**src/rtl/sort_sequencer_if.sv**
```systemverilog
// Handshake bundle for the sequential sorter: input vector channel, output
// vector channel and the busy indicator. The producer/consumer side uses the
// master modport, the sorting engine uses the slave modport.
interface sort_sequencer_if #(
   parameter int BW = 8,
   parameter int N  = 8
);
   logic              in_valid;
   logic              in_ready;
   logic [N*BW-1:0]   in_data;
   logic              out_valid;
   logic              out_ready;
   logic [N*BW-1:0]   out_data;
   logic              busy;

   modport master (
      output in_valid, in_data, out_ready,
      input  in_ready, out_valid, out_data, busy
   );

   modport slave (
      input  in_valid, in_data, out_ready,
      output in_ready, out_valid, out_data, busy
   );
endinterface

```
**src/rtl/sort_sequencer.sv**
```systemverilog
// Multi-cycle odd-even transposition sorter. A vector is captured in IDLE,
// one compare-exchange phase runs per clock in SORT, and the ascending result
// is held in DONE until the consumer takes it.
// Optional feature macro: SORT_SEQ_EARLY_EXIT_EN -- when defined, the engine
// leaves SORT as soon as two consecutive phases made no swap.
module sort_sequencer #(
   parameter int BW = 8,
   parameter int N  = 8
) (
   input  logic           clk,
   input  logic           rstn,
   sort_sequencer_if.slave bus
);

   localparam int PW = $clog2(N + 1);

   generate
      if (N < 2) begin : g_bad_n
         $error("sort_sequencer: N must be at least 2");
      end
   endgenerate

   typedef enum logic [1:0] {IDLE, SORT, DONE} state_t;

   state_t        state_q, state_d;
   logic [PW-1:0] pass_q, pass_d;
   logic [BW-1:0] arr_q [N];
   logic [BW-1:0] arr_d [N];
   logic [BW-1:0] phase_arr [N];
`ifdef SORT_SEQ_EARLY_EXIT_EN
   logic          swapped;
   logic          quiet_q, quiet_d;
`endif

   // One transposition phase: even passes pair (0,1),(2,3)..., odd passes (1,2),(3,4)...
   always_comb begin
      phase_arr = arr_q;
`ifdef SORT_SEQ_EARLY_EXIT_EN
      swapped = 1'b0;
`endif
      for (int l = 0; l < N - 1; l++) begin
         if ((l % 2) == int'(pass_q[0])) begin
            if (arr_q[l] > arr_q[l+1]) begin
               phase_arr[l]   = arr_q[l+1];
               phase_arr[l+1] = arr_q[l];
`ifdef SORT_SEQ_EARLY_EXIT_EN
               swapped = 1'b1;
`endif
            end
         end
      end
   end

   // Next-state, pass counter and array update for the IDLE/SORT/DONE controller
   always_comb begin
      state_d = state_q;
      pass_d  = pass_q;
      arr_d   = arr_q;
`ifdef SORT_SEQ_EARLY_EXIT_EN
      quiet_d = quiet_q;
`endif
      case (state_q)
         IDLE: begin
            if (bus.in_valid) begin
               for (int i = 0; i < N; i++) begin
                  arr_d[i] = bus.in_data[i*BW +: BW];
               end
               pass_d  = '0;
`ifdef SORT_SEQ_EARLY_EXIT_EN
               quiet_d = 1'b0;
`endif
               state_d = SORT;
            end
         end
         SORT: begin
            arr_d  = phase_arr;
            pass_d = pass_q + PW'(1);
            if (pass_q == PW'(N - 1)) begin
               state_d = DONE;
            end
`ifdef SORT_SEQ_EARLY_EXIT_EN
            quiet_d = !swapped;
            if ((pass_q != '0) && !swapped && quiet_q) begin
               state_d = DONE;
            end
`endif
         end
         DONE: begin
            if (bus.out_ready) begin
               state_d = IDLE;
            end
         end
         default: begin
            state_d = IDLE;
         end
      endcase
   end

   // State, counter and array registers; reset discards any vector in flight
   always_ff @(posedge clk or negedge rstn) begin
      if (!rstn) begin
         state_q <= IDLE;
         pass_q  <= '0;
         for (int i = 0; i < N; i++) begin
            arr_q[i] <= '0;
         end
`ifdef SORT_SEQ_EARLY_EXIT_EN
         quiet_q <= 1'b0;
`endif
      end else begin
         state_q <= state_d;
         pass_q  <= pass_d;
         arr_q   <= arr_d;
`ifdef SORT_SEQ_EARLY_EXIT_EN
         quiet_q <= quiet_d;
`endif
      end
   end

   assign bus.in_ready  = (state_q == IDLE);
   assign bus.busy      = (state_q == SORT);
   assign bus.out_valid = (state_q == DONE);

   genvar g;
   generate
      for (g = 0; g < N; g++) begin : g_out
         assign bus.out_data[g*BW +: BW] = arr_q[g];
      end
   endgenerate

endmodule

```
**src/flat_wrapper.sv**
```systemverilog
// flat-port wrapper written by rule: the top's interface ports become plain ports
module sort_sequencer_flat 
#(
   parameter int BW = 8,
   parameter int N  = 8
)
  (clk, rstn, bus_in_valid, bus_in_data, bus_out_ready, bus_in_ready, bus_out_valid, bus_out_data, bus_busy);
  sort_sequencer_if #(.BW(BW), .N(N)) bus_i ();
  input  logic clk;
  input  logic rstn;
  input wire logic [$bits(bus_i.in_valid)-1:0] bus_in_valid;
  input wire logic [$bits(bus_i.in_data)-1:0] bus_in_data;
  input wire logic [$bits(bus_i.out_ready)-1:0] bus_out_ready;
  output wire logic [$bits(bus_i.in_ready)-1:0] bus_in_ready;
  output wire logic [$bits(bus_i.out_valid)-1:0] bus_out_valid;
  output wire logic [$bits(bus_i.out_data)-1:0] bus_out_data;
  output wire logic [$bits(bus_i.busy)-1:0] bus_busy;
  assign bus_i.in_valid = bus_in_valid;
  assign bus_i.in_data = bus_in_data;
  assign bus_i.out_ready = bus_out_ready;
  assign bus_in_ready = bus_i.in_ready;
  assign bus_out_valid = bus_i.out_valid;
  assign bus_out_data = bus_i.out_data;
  assign bus_busy = bus_i.busy;
  sort_sequencer #(.BW(BW), .N(N)) u_core (.clk(clk), .rstn(rstn), .bus(bus_i));
endmodule
```
**config.mk**
```make
export PLATFORM = sky130hd
export DESIGN_NAME = sort_sequencer_flat
export DESIGN_NICKNAME = d
export VERILOG_FILES = /design/src/rtl/sort_sequencer_if.sv /design/src/rtl/sort_sequencer.sv /design/src/flat_wrapper.sv
export SDC_FILE = /design/constraint.sdc
export NUM_CORES = 1
export LEC_CHECK = 0
export CAP_MARGIN = 25
export CORE_ASPECT_RATIO = 1.25
export CORE_UTILIZATION = 39
export DETAILED_ROUTE_END_ITERATION = 10
export PLACE_DENSITY = 0.8
export RECOVER_POWER = 50
export SLEW_MARGIN = 15
export SYNTH_ARGS = -nofsm -noshare
export SYNTH_HDL_FRONTEND = slang
export SYNTH_SLANG_ARGS = --single-unit
```
**constraint.sdc**
```tcl
create_clock -name clk -period 2.25 [get_ports clk]
set_clock_uncertainty 0.05 [all_clocks]
set_input_delay 0.45 -clock clk [delete_from_list [all_inputs] [get_ports clk]]
set_output_delay 0.45 -clock clk [all_outputs]
set_load 0.02 [all_outputs]
```
==> flow_metrics.env <==
export IMPL_worstHoldStart="u_core.pass_q[3]"
export IMPL_cts_tree="done"
export IMPL_yosysTopAreaCell="dfrtp_1"
export IMPL_routedWlPerCell_um=18.96
export IMPL_rows=47
export IMPL_top_usage_layer="met2"
export IMPL_die_x_um=107.6
export IMPL_first_pass_iters=5
export IMPL_routed_wl_um=18690
export IMPL_worst_setup_path_start_kind="flip-flop"
export IMPL_cts_buffers=9
export IMPL_holdWs_ns=0.4506
export IMPL_path_cells="inv_2 > ha_4 > a211oi_4 > o21bai_2 > buf_4 > a2111oi_4 > buf_4 > nor3_4 > a31oi_1 > o21ai_1"
export IMPL_max_vdd_ir_drop_uv=986.1
export IMPL_drtIter0Drc=322
export IMPL_fp_coreArea_um2=13410
export IMPL_run_status="finished with violations"
export IMPL_clockRootBuffer="clkbuf_16"
export IMPL_syn_to_final_growth_pct=50.25
export IMPL_crit_fanout=8
export IMPL_vias=5794
export IMPL_use_met1=0.3087
export IMPL_critPathSlowestCell="dfrtp_1"
export IMPL_ys_dominant_reg_cell="dfrtp_1"
export IMPL_violations="negative setup slack"
export IMPL_fin_crit_sh=1.021
export IMPL_grt_pass1_wl_um=28460
export IMPL_ys_types=52
export IMPL_drtAntennaViolNets=0
export IMPL_worst_slack_ns=-0.04766
export IMPL_num_antenna_cells=0
export IMPL_vias_per_cell=5.876
export IMPL_final_util=0.6091
export IMPL_overflow=0
export IMPL_min_to="u_core.pass_q[3]"
export IMPL_nNetsFinal=935
export IMPL_p_sw_frac=0.4775
export IMPL_antenna_found_initial=0
export IMPL_path_class="reg -> reg"
export IMPL_end_kind="flip-flop"
export IMPL_use_met2=0.4352
export IMPL_drcViolationCount=0
export IMPL_pwr_density_cell_nw_per_um2=2023
export IMPL_top_level_ports=135
export IMPL_rsz0062_at_grt="true"
export IMPL_maxSlewHeadroom=0.4314
export IMPL_reg2reg_setup_slack_ns=-0.05
export IMPL_comb_power_share=0.742
export IMPL_grt_pass1_vias=5815
export IMPL_cts_clk_slew_worst_paths_ns=0.06
export IMPL_hold_path_class="reg -> reg"
export IMPL_p_int_w=0.008632
export IMPL_p_switching_w=0.007888
export IMPL_routabilityCongestion=0.8548
export IMPL_r2r_cells=10
export IMPL_yosysSeqAreaShare=0.3223
export IMPL_dp_hpwl_um=13220
export IMPL_timing_rr_start="u_core.bus.out_data[29]"
export IMPL_synth_top_cell_area_share=0.3223
export IMPL_cp_required_ns=2.42
export IMPL_drv_slew=0
export IMPL_timing_rr_end="u_core.bus.out_data[20]"
export IMPL_crit_top_cell="buf_4"
export IMPL_gr_usage_all_layers=0.2536
export IMPL_netlist_area_um2=5435
export IMPL_synth_edf_count=0
export IMPL_syn_area_per_cell_um2=8.954
export IMPL_htree_levels=3
export IMPL_ys_seq_elements=70
export IMPL_worst_ep_arrival_time_ns=2.47
export IMPL_synth_area_top_cells="dfrtp_1, ha_1, mux2i_1"
export IMPL_clock_sinks=70
export IMPL_die_y_um=134.0
export IMPL_tightest_slew_ns=0.8529
export IMPL_setup_violations=4
export IMPL_layout_drive_gt1_share=0.2123
export IMPL_clockBufferDepth=2
export IMPL_start_util=0.4054
export IMPL_grt_max_degree=58
export IMPL_fmax_mhz=435.2
export IMPL_synth_net_count=732
export IMPL_port_buffers=134
export IMPL_fin_crit_ns=2.298
export IMPL_clk_latency_ns=0.35
export IMPL_fillers=1088
export IMPL_syn_instance_count=607
export IMPL_async_reset_ff_frac=1.000
export IMPL_finalHoldViolations=0
export IMPL_clockPowerShare=0.094
export IMPL_met3_usage=0.04227
export IMPL_max_cap_viol_count=0
export IMPL_yosysWarnings=0
export IMPL_p_leak_nw=3.775
export IMPL_min_path_cells=1
export IMPL_dieArea_um2=14420
export IMPL_max_stage_delay_ns=0.40
export IMPL_p_seq_frac=0.164
## critical path, delay by kind of cell (launching register included)
kind	cells	cell delay (ns)
buffers and inverters	3	0.45
DFF	1	0.40
AOI/OAI and AO/OA	5	0.98
and+or+nand+nor	1	0.08
adders and majority gates	1	0.22
## metrics by stage
stage                     setup WS (ns)  TNS [ns]  std cells  power [W]  instance area (µm²)
after floorplan                0.008929         0        607   0.009349                 5435
after global routing            -0.1130    -1.717        986    0.01766                 8167
after CTS                      0.008053         0        976    0.01526                 7834
after global placement         -0.03392   -0.3583        957    0.01316                 7466
final                          -0.04766   -0.1063        986    0.01652                 8167
after detailed placement        -0.1370    -1.748        957    0.01352                 7466
## power groups by stage
stage               logic (W)  clock network [W]  registers (W)
floorplan             0.00591                  0        0.00344
global placement       0.0106                  0        0.00261
detailed placement     0.0109                  0        0.00264
CTS                    0.0111            0.00155        0.00262
global route           0.0133            0.00160        0.00278
finish                 0.0123            0.00155        0.00271
## Yosys cell counts (2+ instances only)
master,instances
nand2_1,7
nand3_1,12
and3_1,9
and2_1,2
a2111oi_4,2
o21a_1,2
or3_1,3
mux2i_1,58
a22o_1,9
a21oi_2,2
o211ai_1,4
o221ai_1,8
nor2b_1,7
nand4_1,14
a31oi_1,40
inv_1,59
nor2_1,18
a21oi_1,91
buf_6,4
a211oi_2,2
buf_1,5
o211a_1,2
buf_2,2
o21ai_0,37
a21o_1,8
ha_1,57
a211o_1,2
and4_1,3
a211oi_1,2
o21bai_2,2
dfrtp_1,70
nand2b_1,3
o21ai_1,22
clkbuf_1,21
## state kept, by name, indices dropped and copies added, names as in the netlist
register             cells
u_core.bus.out_data     64
u_core.pass_q            4
u_core.state_q           2
## layout by cell type, fill, tap and decap left out, drive strengths merged, types with 2 or more instances in the layout
cell type	n
o211ai	4
a21oi	94
a211o	2
nor3	3
nor2b	8
clkbuf	13
a31oi	40
dlygate4sd3	16
dfrtp	70
a21o	8
ha	57
buf	85
and3	10
and2	2
nor2	18
a2111oi	2
nand3	12
and4	3
or3	3
nand2	9
mux2i	58
clkdlybuf4s50	118
inv	60
clkinv	5
o21ai	61
o211a	2
bufinv	2
nand2b	3
a22o	9
o21a	2
a211oi	5
o221ai	8
o21bai	2
nand4	14
## layer usage
layer  routed length [µm]  vias to the layer above
li1                     -                     2681
met1                 7484                     2788
met2                 9384                      268
met3                 1102                       57
met4                  721                        0
met5                    0                        -
## cells by family (layout without fill, tap and decap cells)
| family | count (synthesis) | count (layout) | share of synthesized area |
|---|---|---|---|
| flip-flops | 70 | 70 | 0.3223 |
| AO/OA/AOI/OAI | 242 | 243 | 0.2774 |
| multiplexers | 58 | 58 | 0.1068 |
| AND/OR/NAND/NOR | 87 | 88 | 0.09185 |
| adder cells (fa/ha/maj) | 57 | 57 | 0.1312 |
| buffers and inverters | 93 | 299 | 0.07044 |
## worst max-delay path by stage
stage	start	to	depth (start not counted)
after floorplan	u_core.bus.out_data[22]	u_core.bus.out_data[21]	8
after global placement	u_core.bus.out_data[49]	u_core.bus.out_data[58]	7
after detailed placement	u_core.bus.out_data[57]	u_core.bus.out_data[61]	8
after CTS	u_core.bus.out_data[21]	u_core.bus.out_data[27]	8
after global routing	u_core.bus.out_data[29]	u_core.bus.out_data[20]	10
final	u_core.bus.out_data[29]	u_core.bus.out_data[20]	10
## cell type report
cell class	instances	area, µm²	area share
multi-input combinational	446	3593	0.4400
tap	171	214.0	0.02620
clock buffer	9	225.2	0.02758
clock inverter	7	88.84	0.01088
sequential	70	1763	0.2159
inverter	60	225.2	0.02758
timing repair buffer	223	2057	0.2519
## timing repair
action                                  in CTS  in global routing
resized for setup                            6                 69
hold buffers                                 1                  0
pin swaps                                    4                 21
cloned                                       1                  1
setup buffers                                1                  9
hold endpoints to repair                    13                  0
endpoints found under the setup margin      41                 63
No activity file was read; power rests on OpenSTA's default activity.
